File: src/rtl/sdram_burst_scheduler_pkg.sv
// Shared types and default widths for the SDRAM burst scheduler.
package sdram_burst_scheduler_pkg;

  localparam int ASIZE_DEF = 23;
  localparam int LSIZE_DEF = 8;

  typedef enum logic [1:0] {
    ST_IDLE = 2'd0,
    ST_REQ  = 2'd1,
    ST_BUSY = 2'd2,
    ST_GAP  = 2'd3
  } sched_state_t;

  // Width of a port index; a single port still needs one bit.
  function automatic int lg_width(input int n);
    return (n > 1) ? $clog2(n) : 1;
  endfunction

endpackage

File: src/rtl/sdram_burst_scheduler_rr_pick.sv
// Combinational round-robin picker: first eligible port after last_grant.
module sdram_burst_scheduler_rr_pick
  import sdram_burst_scheduler_pkg::*;
#(
  parameter int NPORT = 4,
  localparam int GW = lg_width(NPORT)
) (
  input  logic [NPORT-1:0] eligible,
  input  logic [GW-1:0]    last_grant,
  output logic [NPORT-1:0] grant,
  output logic             any_valid
);

  logic [GW:0]      sh;
  logic [NPORT-1:0] rot;
  logic [NPORT-1:0] low;

  // Rotate so last_grant+1 lands on bit 0, isolate the lowest set bit, rotate back.
  always_comb begin
    sh        = {1'b0, last_grant} + {{GW{1'b0}}, 1'b1};
    rot       = NPORT'({eligible, eligible} >> sh);
    low       = rot & (-rot);
    grant     = NPORT'(({low, low} << sh) >> NPORT);
    any_valid = |eligible;
  end

endmodule

File: src/rtl/sdram_burst_scheduler.sv
// Round-robin page-burst scheduler for the multi-port SDRAM controller.
// Tracks a running address per port and hands one burst at a time to the
// command core over a req/ack/done handshake.
module sdram_burst_scheduler
  import sdram_burst_scheduler_pkg::*;
#(
  parameter int               NPORT    = 4,
  parameter int               ASIZE    = ASIZE_DEF,
  parameter int               LSIZE    = LSIZE_DEF,
  parameter logic [NPORT-1:0] WR_PORTS = NPORT'(4'b0011)
) (
  input  logic                   CLK,
  input  logic                   RESET_N,
  input  logic [NPORT*ASIZE-1:0] PORT_START,
  input  logic [NPORT*ASIZE-1:0] PORT_MAX,
  input  logic [NPORT*LSIZE-1:0] PORT_LEN,
  input  logic [NPORT*LSIZE-1:0] PORT_LEVEL,
  input  logic [NPORT-1:0]       PORT_LOAD,
  output logic                   BURST_REQ,
  output logic                   BURST_WR,
  output logic [ASIZE-1:0]       BURST_ADDR,
  output logic [LSIZE-1:0]       BURST_LEN,
  output logic [NPORT-1:0]       BURST_PORT,
  input  logic                   BURST_ACK,
  input  logic                   BURST_DONE
);

  localparam int GW = lg_width(NPORT);

  sched_state_t      state_q;
  logic [GW-1:0]     last_grant_q;
  logic              req_q;
  logic              wr_q;
  logic [ASIZE-1:0]  addr_out_q;
  logic [LSIZE-1:0]  len_out_q;
  logic [NPORT-1:0]  port_q;

  logic [NPORT-1:0]  eligible;
  logic [NPORT-1:0]  grant;
  logic              any_valid;

  // OR-chains select the granted port's address, length and index without
  // variable indexing; grant is one-hot so at most one term is nonzero.
  logic [NPORT:0][ASIZE-1:0] addr_chain;
  logic [NPORT:0][LSIZE-1:0] len_chain;
  logic [NPORT:0][GW-1:0]    idx_chain;

  assign addr_chain[0] = '0;
  assign len_chain[0]  = '0;
  assign idx_chain[0]  = '0;

  for (genvar p = 0; p < NPORT; p++) begin : g_port
    logic [ASIZE-1:0] start_p;
    logic [ASIZE-1:0] max_p;
    logic [ASIZE-1:0] lim_p;
    logic [ASIZE-1:0] addr_q;
    logic [LSIZE-1:0] len_p;
    logic [LSIZE-1:0] level_p;
    logic             done_p;

    assign start_p = PORT_START[p*ASIZE +: ASIZE];
    assign max_p   = PORT_MAX[p*ASIZE +: ASIZE];
    assign len_p   = PORT_LEN[p*LSIZE +: LSIZE];
    assign level_p = PORT_LEVEL[p*LSIZE +: LSIZE];

    // Write ports need a full burst buffered; read ports need room for one.
    assign eligible[p] = (len_p != '0) && !PORT_LOAD[p] &&
                         (WR_PORTS[p] ? (level_p >= len_p) : (level_p < len_p));

    // Wrap limit uses the length latched at grant, i.e. the burst just done.
    assign lim_p  = max_p - ASIZE'(len_out_q);
    assign done_p = (state_q == ST_BUSY) && BURST_DONE && port_q[p];

    assign addr_chain[p+1] = addr_chain[p] | (grant[p] ? addr_q : '0);
    assign len_chain[p+1]  = len_chain[p]  | (grant[p] ? len_p  : '0);
    assign idx_chain[p+1]  = idx_chain[p]  | (grant[p] ? GW'(p) : '0);

    // Running address: LOAD pins it to START and wins over a completing burst.
    always_ff @(posedge CLK) begin
      if (!RESET_N || PORT_LOAD[p]) begin
        addr_q <= start_p;
      end else if (done_p) begin
        addr_q <= (addr_q < lim_p) ? (addr_q + ASIZE'(len_out_q)) : start_p;
      end
    end
  end

  sdram_burst_scheduler_rr_pick #(
    .NPORT(NPORT)
  ) u_pick (
    .eligible  (eligible),
    .last_grant(last_grant_q),
    .grant     (grant),
    .any_valid (any_valid)
  );

  // Burst handshake FSM; burst descriptor is latched at grant and held.
  always_ff @(posedge CLK) begin
    if (!RESET_N) begin
      state_q      <= ST_IDLE;
      last_grant_q <= GW'(NPORT - 1);
      req_q        <= 1'b0;
      wr_q         <= 1'b0;
      addr_out_q   <= '0;
      len_out_q    <= '0;
      port_q       <= '0;
    end else begin
      case (state_q)
        ST_IDLE: begin
          if (any_valid) begin
            addr_out_q   <= addr_chain[NPORT];
            len_out_q    <= len_chain[NPORT];
            wr_q         <= |(grant & WR_PORTS);
            port_q       <= grant;
            last_grant_q <= idx_chain[NPORT];
            req_q        <= 1'b1;
            state_q      <= ST_REQ;
          end
        end
        ST_REQ: begin
          if (BURST_ACK) begin
            req_q   <= 1'b0;
            state_q <= ST_BUSY;
          end
        end
        ST_BUSY: begin
          if (BURST_DONE) begin
            wr_q       <= 1'b0;
            addr_out_q <= '0;
            len_out_q  <= '0;
            port_q     <= '0;
            state_q    <= ST_GAP;
          end
        end
        ST_GAP: begin
          state_q <= ST_IDLE;
        end
        default: begin
          state_q <= ST_IDLE;
        end
      endcase
    end
  end

  assign BURST_REQ  = req_q;
  assign BURST_WR   = wr_q;
  assign BURST_ADDR = addr_out_q;
  assign BURST_LEN  = len_out_q;
  assign BURST_PORT = port_q;

endmodule

File: config.mk
export PLATFORM = sky130hd
export DESIGN_NAME = sdram_burst_scheduler
export DESIGN_NICKNAME = d
export VERILOG_FILES = /design/src/rtl/sdram_burst_scheduler_pkg.sv /design/src/rtl/sdram_burst_scheduler_rr_pick.sv /design/src/rtl/sdram_burst_scheduler.sv
export SDC_FILE = /design/constraint.sdc
export NUM_CORES = 1
export LEC_CHECK = 0
export BUFFER_PORTS_ARGS = -buffer_cell sky130_fd_sc_hd__buf_2
export CAP_MARGIN = 20
export CORE_ASPECT_RATIO = 0.7
export CORE_MARGIN = 2
export CORE_UTILIZATION = 40
export CTS_CLUSTER_SIZE = 28
export DETAILED_ROUTE_END_ITERATION = 7
export GPL_TIMING_DRIVEN = 1
export PLACE_DENSITY = 0.63
export SLEW_MARGIN = 0
export SYNTH_ARGS = -nofsm -noshare
export SYNTH_HDL_FRONTEND = slang
export SYNTH_HIERARCHICAL = 1
export SYNTH_SLANG_ARGS = --single-unit
File: constraint.sdc
create_clock -name CLK -period 5.4 [get_ports CLK]
set_input_delay 1.08 -clock CLK [delete_from_list [all_inputs] [get_ports CLK]]
set_output_delay 1.08 -clock CLK [all_outputs]
set_load 0.02 [all_outputs]
==> results.txt <==
Core Region: 0.0336 mm^2
sequential fraction of the synthesis area: 0.263
post-synthesis net count: 1948
clock-pin transition on the worst setup and hold timing paths: 0.06 ns
DR pass1 iterations: 5
H-tree lvl count: 4
Final Max Tran Viols: 0
CTS tree: done
Clock Power Share: 0.189
worst vdd ir: 0.250 mV
Post-synth EDFFs: 92
Synth warnings: 6
Clock Sinks: 133
Synth Register Bits: 133
Filler cells: 3167
Setup CP Type: input port to register
maximum fanout along the worst path: 23
Buffers on Ports: 292
Initial DRC Count: 1105
clk buf depth: 2
Layout area overhead: 21.6%
Required @ worst endpoint: 5.57 ns
DIE AREA: 0.0356 mm^2
Initial Utilization: 0.406
hold crit path type: register to register
Netlist Area Pre-Place: 0.0136 mm^2
mux share of post-synthesis cell area: 0.0771
vias in the first global route: 12400
post-synthesis adder-cell area fraction: 0.182
worst-skew pair later-pin latency: 0.44 ns
total of max-cap violations: 0
post-route antenna net violation count: 0
setup bufs post-CTS: 0
first-pass GRT wire length: 72700 um
largest net degree at the start of global routing: 37
relative slew slack: 0.505
Site Rows: 56
Die Wd: 225 um
status: completed
final hold violations: 0
internal power: 3550 uW
GPL Wtd Cong: 0.922
wire per inst: 21.5 um
GRT overflow: 0
CTS Hold Bufs: 0
Worst-Margin Slew: 0.737 ns
post-synthesis simple-gate area fraction: 0.165
post-synth cell types: 75
worst path arrival time: 5.30 ns
fin util: 0.494
largest family of logic cells by synthesized area: adder cells
post-synth top area cell: edfxtp_1
clock root cell: clkbuf_16
Pwr Total: 6540 uW
Post-Synth XOR/XNOR Area: 0.101
drt total wl: 48800 um
max frequency: 195 MHz
hpwl dp: 39500 um
Synth area leaders: edfxtp_1 (20%), ha_1 (17%), mux2_1 (6.4%)
Mapped Cells: 1498
async set-reset flop share out of synthesis: 0
sw frac: 0.458
chip height: 158 um
IO Pins: 293
cts bufs inserted: 17
ratio of cells with drive above 1 in the final layout: 0.222
switching power total: 2990 uW
Logic pwr share: 0.570
compound-cell area share of the yosys netlist: 0.176
Seq pwr share: 0.241
initial antenna violation count: 4
area share of the largest cell type after synthesis: 0.203
clock skew: 0.0178 ns
Setup Viol. Count Final: 0
PwrDens: 394 mW/mm^2
nets: 2269
minimum clock period: 5.13 ns
Startpoint Class: input port
gr usage total: 0.271
# DRC: 0
Syn Area/Cell: 9.10 um^2
detail-routed via count per cell: 5.75
vias: 13100
final worst path period share: 0.949
crit path capture type: register
top_reg_cell synth: edfxtp_1
RSZ-0062 raised after global routing: false
Leakage: 0.00709 uW
## cell usage after synthesis (6+ instances only)
| library cell | count |
|---|---|
| a211oi_1 | 12 |
| a21boi_1 | 6 |
| a21o_1 | 25 |
| a21oi_1 | 142 |
| a22oi_1 | 63 |
| and3_1 | 17 |
| buf_2 | 8 |
| clkbuf_1 | 31 |
| dfxtp_1 | 41 |
| edfxtp_1 | 92 |
| fa_1 | 8 |
| ha_1 | 186 |
| inv_1 | 83 |
| mux2_1 | 78 |
| mux2_2 | 10 |
| mux2i_1 | 6 |
| nand2_1 | 61 |
| nand2b_1 | 20 |
| nand3_1 | 46 |
| nand3b_1 | 9 |
| nand4_1 | 14 |
| nor2_1 | 78 |
| nor2b_1 | 58 |
| nor3_1 | 30 |
| nor3b_1 | 8 |
| nor4_1 | 26 |
| o211ai_1 | 11 |
| o21a_1 | 21 |
| o21ai_0 | 40 |
| o21ai_1 | 27 |
| or4_1 | 7 |
| xnor2_1 | 99 |
| xor2_1 | 59 |
## layer usage
metal  vias up  share of wire  global-route usage  routed length, um
met5         -        0.00021                   0                 10
met4         2          0.021              0.0785               1040
met3        63          0.072              0.0436               3520
met2       556           0.42               0.410              20500
met1      6249           0.48               0.395              23600
li1       6211              -                   -                  -
## power groups by stage
stage	Sequential, uW	Combinational [uW]	Clock [uW]
5_1_grt	1600	4120	1290
6_report	1580	3730	1230
4_1_cts	1570	3690	1250
3_5_place_dp	1580	3660	0
3_3_place_gp	1580	3580	0
2_1_floorplan	1630	2310	0
## worst paths after layout
kind / start / to / slack, ns / cells after the start
setup reg to reg: BURST_LEN[1] / g_port[2].addr_q[19] / 0.43 / 19
hold reg to reg: BURST_ADDR[22] / BURST_ADDR[22] / 0.51 / 2
setup / recovery: PORT_MAX[46] / g_port[2].addr_q[19] / 0.27 / 21
hold / removal: BURST_ADDR[22] / BURST_ADDR[22] / 0.51 / 2
## area by class of cell
| class | instances | area [um^2] | area share |
|---|---|---|---|
| multi-input cells | 1239 | 9620 | 0.580 |
| flip-flops and latches | 133 | 3580 | 0.216 |
| repair buffers | 343 | 1900 | 0.115 |
| well taps | 435 | 544 | 0.0328 |
| clock buffers | 18 | 439 | 0.0265 |
| inverters | 85 | 319 | 0.0192 |
| clock inverters | 14 | 160 | 0.00966 |
| diodes | 6 | 15.0 | 0.000905 |
## worst max-delay path, cell delays in order
cell and delay (ns):
buf_2 0.12, inv_1 0.06, ha_1 0.15, inv_1 0.05, fa_1 0.40, a21o_1 0.18, a21oi_1 0.23, o211ai_1 0.17
a21oi_1 0.21, o211ai_1 0.18, buf_4 0.21, nor4_1 0.24, xnor2_1 0.13, ha_1 0.29, nand3_1 0.14, nor4_1 0.54
o211ai_1 0.16, nor2_1 0.18, nor2_2 0.07, buf_12 0.17, mux2_1 0.32
## sequential cells by signal, indices dropped and copies added (netlist names)
| register | flops |
|---|---|
| BURST_PORT | 4 |
| g_port.addr_q | 92 |
| BURST_REQ | 1 |
| state_q | 2 |
| BURST_LEN | 8 |
| last_grant_q | 2 |
| BURST_WR | 1 |
| BURST_ADDR | 23 |
## logic make-up (layout without fill, tap and decap cells)
group	Yosys count	in the layout
AO/OA/AOI/OAI	382	382
XOR/XNOR	158	158
adder cells (fa/ha/maj)	194	194
buffers and inverters	126	460
flip-flops	133	133
multiplexers	94	94
other	0	6
AND/OR/NAND/NOR	411	411
## cell usage in the layout, fill, tap and decap left out, types with 47 or more instances in the layout
| cell | n |
|---|---|
| a21oi_1 | 142 |
| a22oi_1 | 63 |
| buf_2 | 292 |
| buf_4 | 47 |
| edfxtp_1 | 92 |
| ha_1 | 186 |
| inv_1 | 83 |
| mux2_1 | 78 |
| nand2_1 | 61 |
| nor2_1 | 75 |
| nor2b_1 | 58 |
| xnor2_1 | 99 |
| xor2_1 | 59 |
## metrics by stage
step / hold WS, ns / worst slack, ns / instance area (um^2) / instances / TNS, ns
2_1_floorplan: 0.485 / 0.202 / 13600 / 1498 / 0
3_3_place_gp: 0.484 / -0.459 / 15900 / 2234 / -9.73
3_5_place_dp: 0.497 / -0.219 / 16000 / 2235 / -4.27
4_1_cts: 0.512 / 0.229 / 16600 / 2267 / 0
5_1_grt: 0.536 / 0.0336 / 16600 / 2269 / 0
6_report: 0.509 / 0.274 / 16600 / 2273 / 0
## repair_timing
| action | in CTS | in global routing |
|---|---|---|
| endpoints found under the hold margin | 0 | 0 |
| gates resized for setup | 0 | 2 |
| endpoints found under the setup margin | 0 | 18 |
Power figures use the tool's default switching activity.
